<file path="src/rtl/panex_pkg.sv">
// rtl/panex_pkg.sv - shared types and constants for the panex move scheduler
package panex_pkg;

  typedef enum logic [1:0] {
    PEG_L = 2'b00,
    PEG_M = 2'b01,
    PEG_R = 2'b10,
    PEG_X = 2'b11
  } peg_t;

  localparam int NUM_PEGS = 3;

  typedef enum logic [1:0] {
    RSP_OK      = 2'b00,
    RSP_NOP     = 2'b01,
    RSP_ILLEGAL = 2'b10,
    RSP_DENIED  = 2'b11
  } rsp_code_t;

  typedef enum logic [1:0] {
    ST_INIT = 2'b00,
    ST_RUN  = 2'b01,
    ST_DONE = 2'b10
  } state_t;

endpackage

</file>
<file path="src/rtl/panex_peg_model.sv">
// rtl/panex_peg_model.sv - shadow of the puzzle pegs, move evaluation and solved flag
module panex_peg_model
  import panex_pkg::*;
#(
  parameter int S = 5
) (
  input  logic clk,
  input  logic rst,
  input  logic apply,
  input  peg_t fr,
  input  peg_t to,
  output logic can_move,
  output logic solving,
  output logic solved
);

  // Index 3 (invalid peg code) is a constant-zero slot so any 2-bit code indexes safely.
  logic [S-1:0] red_q  [4];
  logic [S-1:0] blue_q [4];
  logic [S-1:0] red_n  [4];
  logic [S-1:0] blue_n [4];
  logic         red_mv;
  logic         blue_mv;

  function automatic logic [S-1:0] top_bit(input logic [S-1:0] v);
    logic [S-1:0] r;
    r = '0;
    for (int i = 0; i < S; i++) begin
      if (v[i]) begin
        r    = '0;
        r[i] = 1'b1;
      end
    end
    return r;
  endfunction

  // Per-colour move: the top disc of a larger source vector hops to the same slot of the target.
  always_comb begin
    red_n   = red_q;
    blue_n  = blue_q;
    red_mv  = 1'b0;
    blue_mv = 1'b0;
    if (fr != PEG_X && to != PEG_X && fr != to) begin
      red_mv  = red_q[fr] > red_q[to];
      blue_mv = blue_q[fr] > blue_q[to];
      if (red_mv) begin
        red_n[fr] = red_q[fr] & ~top_bit(red_q[fr]);
        red_n[to] = red_q[to] | top_bit(red_q[fr]);
      end
      if (blue_mv) begin
        blue_n[fr] = blue_q[fr] & ~top_bit(blue_q[fr]);
        blue_n[to] = blue_q[to] | top_bit(blue_q[fr]);
      end
    end
    can_move = red_mv | blue_mv;
    solving  = (red_n[PEG_R] == '1) && (blue_n[PEG_L] == '1);
  end

  // Commit the evaluated move and latch solved on the same edge so both appear together.
  always_ff @(posedge clk or negedge rst) begin
    if (!rst) begin
      for (int i = 0; i < 4; i++) begin
        red_q[i]  <= '0;
        blue_q[i] <= '0;
      end
      red_q[PEG_L]  <= '1;
      blue_q[PEG_R] <= '1;
      solved        <= 1'b0;
    end else if (apply) begin
      red_q  <= red_n;
      blue_q <= blue_n;
      if (solving) solved <= 1'b1;
    end
  end

endmodule

</file>
<file path="src/rtl/panex_move_sched.sv">
// rtl/panex_move_sched.sv - two-requester move scheduler for the panex puzzle datapath
module panex_move_sched
  import panex_pkg::*;
#(
  parameter int S         = 5,
  parameter int MAX_MOVES = 255,
  parameter int CW        = $clog2(MAX_MOVES + 1)
) (
  input  logic          clk,
  input  logic          rst,
  input  logic [1:0]    req_valid,
  input  logic [3:0]    req_fr,
  input  logic [3:0]    req_to,
  output logic [1:0]    req_ready,
  output logic          mv_valid,
  output logic [1:0]    mv_fr,
  output logic [1:0]    mv_to,
  output logic          rsp_valid,
  output logic          rsp_id,
  output logic [1:0]    rsp_code,
  output logic [CW-1:0] move_cnt,
  output logic          solved,
  output logic          exhausted
);

  localparam logic [CW-1:0] CNT_MAX = CW'(MAX_MOVES);

  state_t    state;
  logic      rr_ptr;
  logic      accept;
  logic      gid;
  logic      apply;
  logic      can_move;
  logic      solving;
  peg_t      sel_fr;
  peg_t      sel_to;
  rsp_code_t code;

  // Round-robin grant; nothing is accepted until the first cycle after reset release.
  always_comb begin
    req_ready = 2'b00;
    if (state != ST_INIT) begin
      if (req_valid == 2'b11) req_ready = rr_ptr ? 2'b10 : 2'b01;
      else                    req_ready = req_valid;
    end
  end

  assign accept    = |req_ready;
  assign gid       = req_ready[1];
  assign sel_fr    = peg_t'(gid ? req_fr[3:2] : req_fr[1:0]);
  assign sel_to    = peg_t'(gid ? req_to[3:2] : req_to[1:0]);
  assign exhausted = (move_cnt == CNT_MAX);
  assign apply     = accept && (code == RSP_OK);

  // Response classification against the shadow as it stands this cycle.
  always_comb begin
    code = RSP_OK;
    if (state == ST_DONE)                                           code = RSP_DENIED;
    else if (sel_fr == sel_to || sel_fr == PEG_X || sel_to == PEG_X) code = RSP_ILLEGAL;
    else if (!can_move)                                             code = RSP_NOP;
  end

  panex_peg_model #(.S(S)) u_pegs (
    .clk      (clk),
    .rst      (rst),
    .apply    (apply),
    .fr       (sel_fr),
    .to       (sel_to),
    .can_move (can_move),
    .solving  (solving),
    .solved   (solved)
  );

  // FSM, response/move strobes, arbitration pointer and move counter.
  always_ff @(posedge clk or negedge rst) begin
    if (!rst) begin
      state     <= ST_INIT;
      rr_ptr    <= 1'b0;
      rsp_valid <= 1'b0;
      rsp_id    <= 1'b0;
      rsp_code  <= 2'b00;
      mv_valid  <= 1'b0;
      mv_fr     <= 2'b00;
      mv_to     <= 2'b00;
      move_cnt  <= '0;
    end else begin
      rsp_valid <= accept;
      mv_valid  <= apply;
      if (accept) begin
        rsp_id   <= gid;
        rsp_code <= code;
        rr_ptr   <= ~gid;
      end
      if (apply) begin
        mv_fr <= sel_fr;
        mv_to <= sel_to;
        if (move_cnt != CNT_MAX) move_cnt <= move_cnt + CW'(1);
      end
      case (state)
        ST_INIT: state <= ST_RUN;
        ST_RUN: begin
          // Enter DONE on the edge the final move lands so the next request is already denied.
          if (solved || exhausted ||
              (apply && (solving || (move_cnt + CW'(1)) == CNT_MAX)))
            state <= ST_DONE;
        end
        default: state <= ST_DONE;
      endcase
    end
  end

endmodule

</file>
<file path="config.mk">
export PLATFORM = sky130hd
export DESIGN_NAME = panex_move_sched
export DESIGN_NICKNAME = d
export VERILOG_FILES = /design/src/rtl/panex_pkg.sv /design/src/rtl/panex_peg_model.sv /design/src/rtl/panex_move_sched.sv
export SDC_FILE = /design/constraint.sdc
export NUM_CORES = 1
export LEC_CHECK = 0
export BUFFER_PORTS_ARGS = -buffer_cell sky130_fd_sc_hd__buf_2
export CAP_MARGIN = 25
export CORE_MARGIN = 8
export CORE_UTILIZATION = 55
export CTS_CLUSTER_SIZE = 14
export DETAILED_ROUTE_END_ITERATION = 6
export PLACE_DENSITY = 0.71
export SETUP_SLACK_MARGIN = 0.05
export SLEW_MARGIN = 0
export SYNTH_ARGS = -nofsm -noshare
export SYNTH_HDL_FRONTEND = slang
export SYNTH_SLANG_ARGS = --single-unit
</file>
<file path="constraint.sdc">
create_clock -name clk -period 5.8 [get_ports clk]
set_input_delay 0.87 -clock clk [delete_from_list [all_inputs] [get_ports clk]]
set_output_delay 0.87 -clock clk [all_outputs]
set_load 0.01 [all_outputs]
</file>
---- After elaboration in Yosys (flattened, before gate mapping) ----
Cells that the tools add are included.
cells by class
  add/subtract/negate cells ............... 1
  $lt $le $gt $ge ......................... 6
  equality and inequality tests ........... 15
  multiplexer cells ....................... 50
  bitwise logic cells ..................... 10
  reduce and logical (&&, ||, !) cells .... 20
operators by type and width
  cell                                                         number
  bitwise mux 20 bit                                           4
  2-to-1 mux 5 bit                                             16
  binary-select mux 5 bit (select 2 bit)                       4
  2-to-1 mux 20 bit                                            2
  demux 5 bit (select 2 bit)                                   2
  2-to-1 mux 10 bit                                            2
  2-to-1 mux 2 bit                                             10
  equality test 8 bit (second input constant)                  2
  AND 5 bit                                                    2
  equality test 5 bit (second input constant)                  2
  > comparator 5 bit                                           2
  NOT 5 bit                                                    2
  bitwise OR 5 bit                                             2
  adder 8 x 1 -> 8 bit (second input constant)                 1
  equality test 2 bit (second input constant)                  4
  2-to-1 mux 4 bit                                             2
  != test 8 bit (second input constant)                        1
  logical AND 1 bit                                            7
  >= comparator 3 bit (second input constant)                  2
  less-than comparator 3 x 1 -> 1 bit (second input constant)  2
  2-to-1 mux 3 bit                                             2
  != test 2 bit (second input constant)                        3
  NOT 2 -> 3 bit                                               2
  AND reduction 3 bit                                          2
  other kinds (12)                                             22
storage, ports and cells
  register bits ........................... 61
  input port bits ......................... 12
  output and inout bits ................... 21
  logic and storage cells ................. 120

---- Logic depth before layout (Yosys ltp) ----
  depth in word-level cells ............... 28
  mapped depth ............................ 21
  mapped depth without buffers ............ 18

---- By module ----
Synthesis repeated with hierarchy kept, for this count alone.
second synthesis, totals
  cells, all modules ...................... 388
  area, all modules ....................... 4140.2 um^2
by module, submodules not included
  module            times used  cells an instance  area each (um^2)  seq. area each (um^2)
  panex_peg_model   1           290                3045.4            1038.5
  panex_move_sched  1           98                 1094.8            500.5

---- Worst setup path before layout ----
Ideal clock, no wire load.
  path type ............................... input port to flip-flop
  start ................................... input req_valid[0]
  end ..................................... register state[0]
  setup time .............................. 129 ps
  arrival time ............................ 4404 ps
  data required time ...................... 5671 ps
  setup slack ............................. 1267 ps
  stages on the path ...................... 18
  path buffers ............................ 3
  cell sequence ........................... nor2b_1 > buf_6 > o31ai_4 > and2_4 > buf_6 > buf_2 > mux2_2 > inv_1 > ha_1 > nand2_1 > o21ai_0 > maj3_2 > nor2_2 > nor3_1 > or4_1 > a22o_1 > a2111oi_4 > o21ai_1
on the way
  word-level cells in the longest chain between the ends .. 27
  elaborated cells on any way between the ends .. 85
  those cells by class .................... order compare (6); eq/ne (10); mux (47); bitwise (9); reduce/logical (13)
ends and longest elaborated chain
  what                                                              RTL line                                      source
  from (decl)                                                       panex_move_sched.sv:11                        input logic [1:0] req_valid,
  equality test 2 bit                                               panex_move_sched.sv:43                        if (req_valid == 2'b11) req_ready = rr_ptr ? 2'b10 : 2'b01;
  2-to-1 mux 2 bit *                                                panex_move_sched.sv:43
  2-to-1 mux 2 bit *                                                panex_move_sched.sv:42                        if (state != ST_INIT) begin
  2-to-1 mux 2 bit                                                  panex_move_sched.sv:50                        assign sel_fr = peg_t'(gid ? req_fr[3:2] : req_fr[1:0]);
  NOT 2 -> 3 bit                                                    -
  binary-select mux 5 bit (select 2 bit), on equally long branches  -
  2-to-1 mux 5 bit, on equally long branches (2 in a row)           -
  2-to-1 mux 1 bit                                                  panex_peg_model.sv:29                         if (v[i]) begin
  [10 not listed]                                                   -
  2-to-1 mux 10 bit / 2-to-1 mux 20 bit (equally long branches)     panex_peg_model.sv:46, panex_peg_model.sv:50
  2-to-1 mux 10 bit / 2-to-1 mux 20 bit (equally long branches)     panex_peg_model.sv:43                         if (fr != PEG_X && to != PEG_X && fr != to) begin
  equality test 5 bit                                               panex_peg_model.sv:56                         solving = (red_n[PEG_R] == '1) && (blue_n[PEG_L] == '1);
  logical AND 1 bit                                                 panex_peg_model.sv:56
  logical OR 1 bit                                                  panex_move_sched.sv:104                       (apply && (solving || (move_cnt + CW'(1)) == CNT_MAX)))
  logical AND 1 bit *                                               panex_move_sched.sv:104
  logical OR 1 bit *                                                panex_move_sched.sv:103                       if (solved || exhausted ||
  != test 2 bit (no source line) *                                  -
  to (signal assigned)                                              panex_move_sched.sv:100                       ST_INIT: state <= ST_RUN;
  to (signal assigned)                                              panex_move_sched.sv:105                       state <= ST_DONE;
  to (signal assigned)                                              panex_move_sched.sv:107                       default: state <= ST_DONE;
  to (decl)                                                         panex_move_sched.sv:28                        state_t state;
Mark *: on every way between the ends. The rest lies on a longest branch, timed or not. The select of a mux whose other input is x is not followed.
A chain may end at the register's enable or synchronous reset.

---- Worst setup path in the final report ----
  start ................................... input req_valid[0]
  end ..................................... register state[1]
The elaborated chain is that of the path after synthesis.

==> results.yml <==
outcome:
  status: "finished, final reports clean"
power_and_ir_drop:
  intPower_w: 0.00120
  combPwrFrac_pct: 48.9
  power_density_mw_per_mm2: 427
  power.share.sequential_pct: 32.5
  irDropWorstVdd_uv: 270
  sw_frac_of_total_pct: 45.0
  finalPower_w: 0.00217
  power_switching_w: 0.000978
  clkPwrFrac_pct: 18.5
  leakagePower_nw: 2.06
floorplanning:
  coreArea_mm2: 0.00822
  die_y_um: 108
  pin_count: 33
  die_area_mm2: 0.0117
  rows: 33
  die_w_um: 108
  start_util_pct: 56.6
clock_tree:
  clkSlewWorstSetupHoldPaths_ns: 0.07
  cts_resized: 0
  cts.sinks: 61
  numCtsBuffers: 9
  postCtsHoldBufs: 0
  clock_path_buffers: 2
  cts-root-buf: "clkbuf_8"
  htree_levels: 3
  clkLatencyLatePin_ns: 0.35
  cts_tree: "built"
  cts_setup_buffers: 0
sta:
  maxSlewViolCount: 0
  relSlewSlack_pct: 47.6
  holdWs_ns: 0.387
  finalHoldViolCount: 0
  setup_viol: 0
  min_period_ns: 4.88
  clock_skew_ns: 0.00878
  clock.fmax_mhz: 205
  fin_crit_sh_pct: 84.1
  worstMarginPinSlew_ns: 0.787
  final.setup.tns_ns: 0
  rsz0062_at_grt: "false"
setup_path:
  reg2reg_depth: 19
  ff2ff_setup_slack_ns: 1.14
  crit_fanout: 18
  arrival_ns: 5.16
  required_ns: 6.09
  start_kind: "primary input"
  worstSetupEndpointType: "flip-flop"
  crit_type: "in2reg"
place:
  placed_area_mm2: 0.00488
  globalplace.congestion: 1.06
  dp_hpwl_um: 10700
  place_inst: 671
  io_buffer_count: 32
logic_synthesis:
  yosysTopAreaCellShare_pct: 27.4
  synthTopCellsByArea: "dfrtp_1 27%, nand2_1 5.8%, dfstp_2 5.6%"
  ys_seq_area_share_pct: 33.1
  async_reset_ff_share_pct: 100
  ys.flop_type: "dfrtp_1"
  synth_cells: 555
  synth.cell_area_mm2: 0.00465
  yosys.area.top_type: "dfrtp_1"
  synth-seq-cells: 61
  synth_area_per_cell_um2: 8.39
  synth_common_cells: "72 x nand2_1, 52 x nor2_1, 51 x dfrtp_1"
  yosysUniqueCellTypes: 71
  synth_edf_count: 0
  synth_nets: 577
  yosysWarnings: 0
  yosysMostFrequentCell: "nand2_1"
routing:
  ant_nets: 0
  drt-total-wl_um: 14800
  drt_iter0_drc: 350
  drc_errors: 0
  wire_per_inst_um: 21.6
  route.met3.wl_um: 1450
  via_per_inst: 6.76
  met1_length_um: 6150
  vias: 4646
  top_layer: "met4"
  drt-pass1-iter-count: 5
  wl_met2_um: 6790
finish:
  nets: 599
  design_area_mm2: 0.00509
  area_growth_pct: 9.30
  final_layout_size_suffix_gt1_share_pct: 18.7
  fill_cells: 747
  insertedDiodeCount: 0
  final_cells: 687
global_route:
  grt_pass1_wl_um: 23700
  grt_pass1_vias: 4335
  grt_overflow: 0
  antenna_found_initial: 0
  grt_max_degree: 62
  grt.total_usage_pct: 25.8
flow_run:
  maxCapViolations: 0
min_path:
  hold_class: "reg2reg"
  whs_path_depth: 0
[flip-flops by register name (all words and copies together) (netlist names)]
name,flops
u_pegs.blue_q,20
rsp_id,1
u_pegs.red_q,20
mv_to,2
u_pegs.solved,1
mv_valid,1
rsp_code,2
rr_ptr,1
mv_fr,2
move_cnt,8
rsp_valid,1
state,2
[kinds of logic (layout without fill, tap and decap cells)]
family / count (synthesis) / after routing / share of synthesized area, %
and+or+nand+nor: 200 / 200 / 20.3
AOI/OAI and AO/OA: 192 / 192 / 30.5
DFF: 61 / 61 / 33.1
buffers and inverters: 57 / 84 / 5.56
muxes: 20 / 20 / 4.92
xor gates and xnor gates: 13 / 13 / 2.45
adders and majority gates: 12 / 12 / 3.15
[metal layers]
metal | up-vias | global-route usage [%]
met5 | - | 0
met3 | 40 | 4.40
met4 | 0 | 11.9
met1 | 2216 | 34.3
met2 | 284 | 40.3
li1 | 2106 | -
[critical path: stages]
cell	delay, ns
buf_2	0.13
nor2b_1	0.13
buf_4	0.21
o31ai_4	0.24
and2_1	0.53
buf_4	0.29
nand2_1	0.08
nand3_1	0.07
o21ai_0	0.16
inv_1	0.12
ha_1	0.23
nand2_1	0.09
o21ai_0	0.10
maj3_2	0.32
nor2_2	0.18
nor3_1	0.11
or4_1	0.52
a22o_1	0.29
a2111oi_4	0.33
o21a_1	0.16
[final timing paths]
path	start	to
max	req_valid[0]	state[1]
min	u_pegs.red_q[3]	u_pegs.red_q[3]
max reg2reg	state[1]	state[1]
min reg2reg	u_pegs.red_q[3]	u_pegs.red_q[3]
max in group asynchronous	rst	u_pegs.red_q[7]
min in group asynchronous	rst	u_pegs.blue_q[3]
[placed cells by master, fill, tap and decap left out, types with 12 or more instances in the layout]
cell,netlist,final
a21oi_1,43,43
a22o_1,12,12
buf_2,6,32
buf_4,4,15
dfrtp_1,51,51
inv_1,21,21
nand2_1,72,72
nand2b_1,18,18
nand3_1,15,15
nor2_1,52,52
o21ai_0,34,34
[through the flow]
step | worst slack (ns) | utilization, %
after floorplan | 1.27 | -
after global placement | 0.718 | 59.4
after detailed placement | 0.640 | 59.4
after CTS | 0.979 | 61.9
after global routing | 0.705 | 61.9
final | 0.924 | 61.9
[power groups by stage]
stage          clock, W  combinational (W)  sequential, W
4_1_cts        0.000411            0.00105       0.000702
6_report       0.000403            0.00106       0.000707
2_1_floorplan         0           0.000750       0.000687
3_3_place_gp          0            0.00103       0.000700
3_5_place_dp          0            0.00104       0.000708
5_1_grt        0.000426            0.00117       0.000717
[final cells by class]
cell class	count	area (um^2)	share of cell area (%)
well taps	105	131	2.58
multi-input cells	437	2860	56.1
flip-flops and latches	61	1540	30.3
clock buffers	10	138	2.71
clock inverters	6	71.3	1.40
inverters	21	78.8	1.55
repair buffers	47	273	5.36
(Power assumes the default switching activity.)
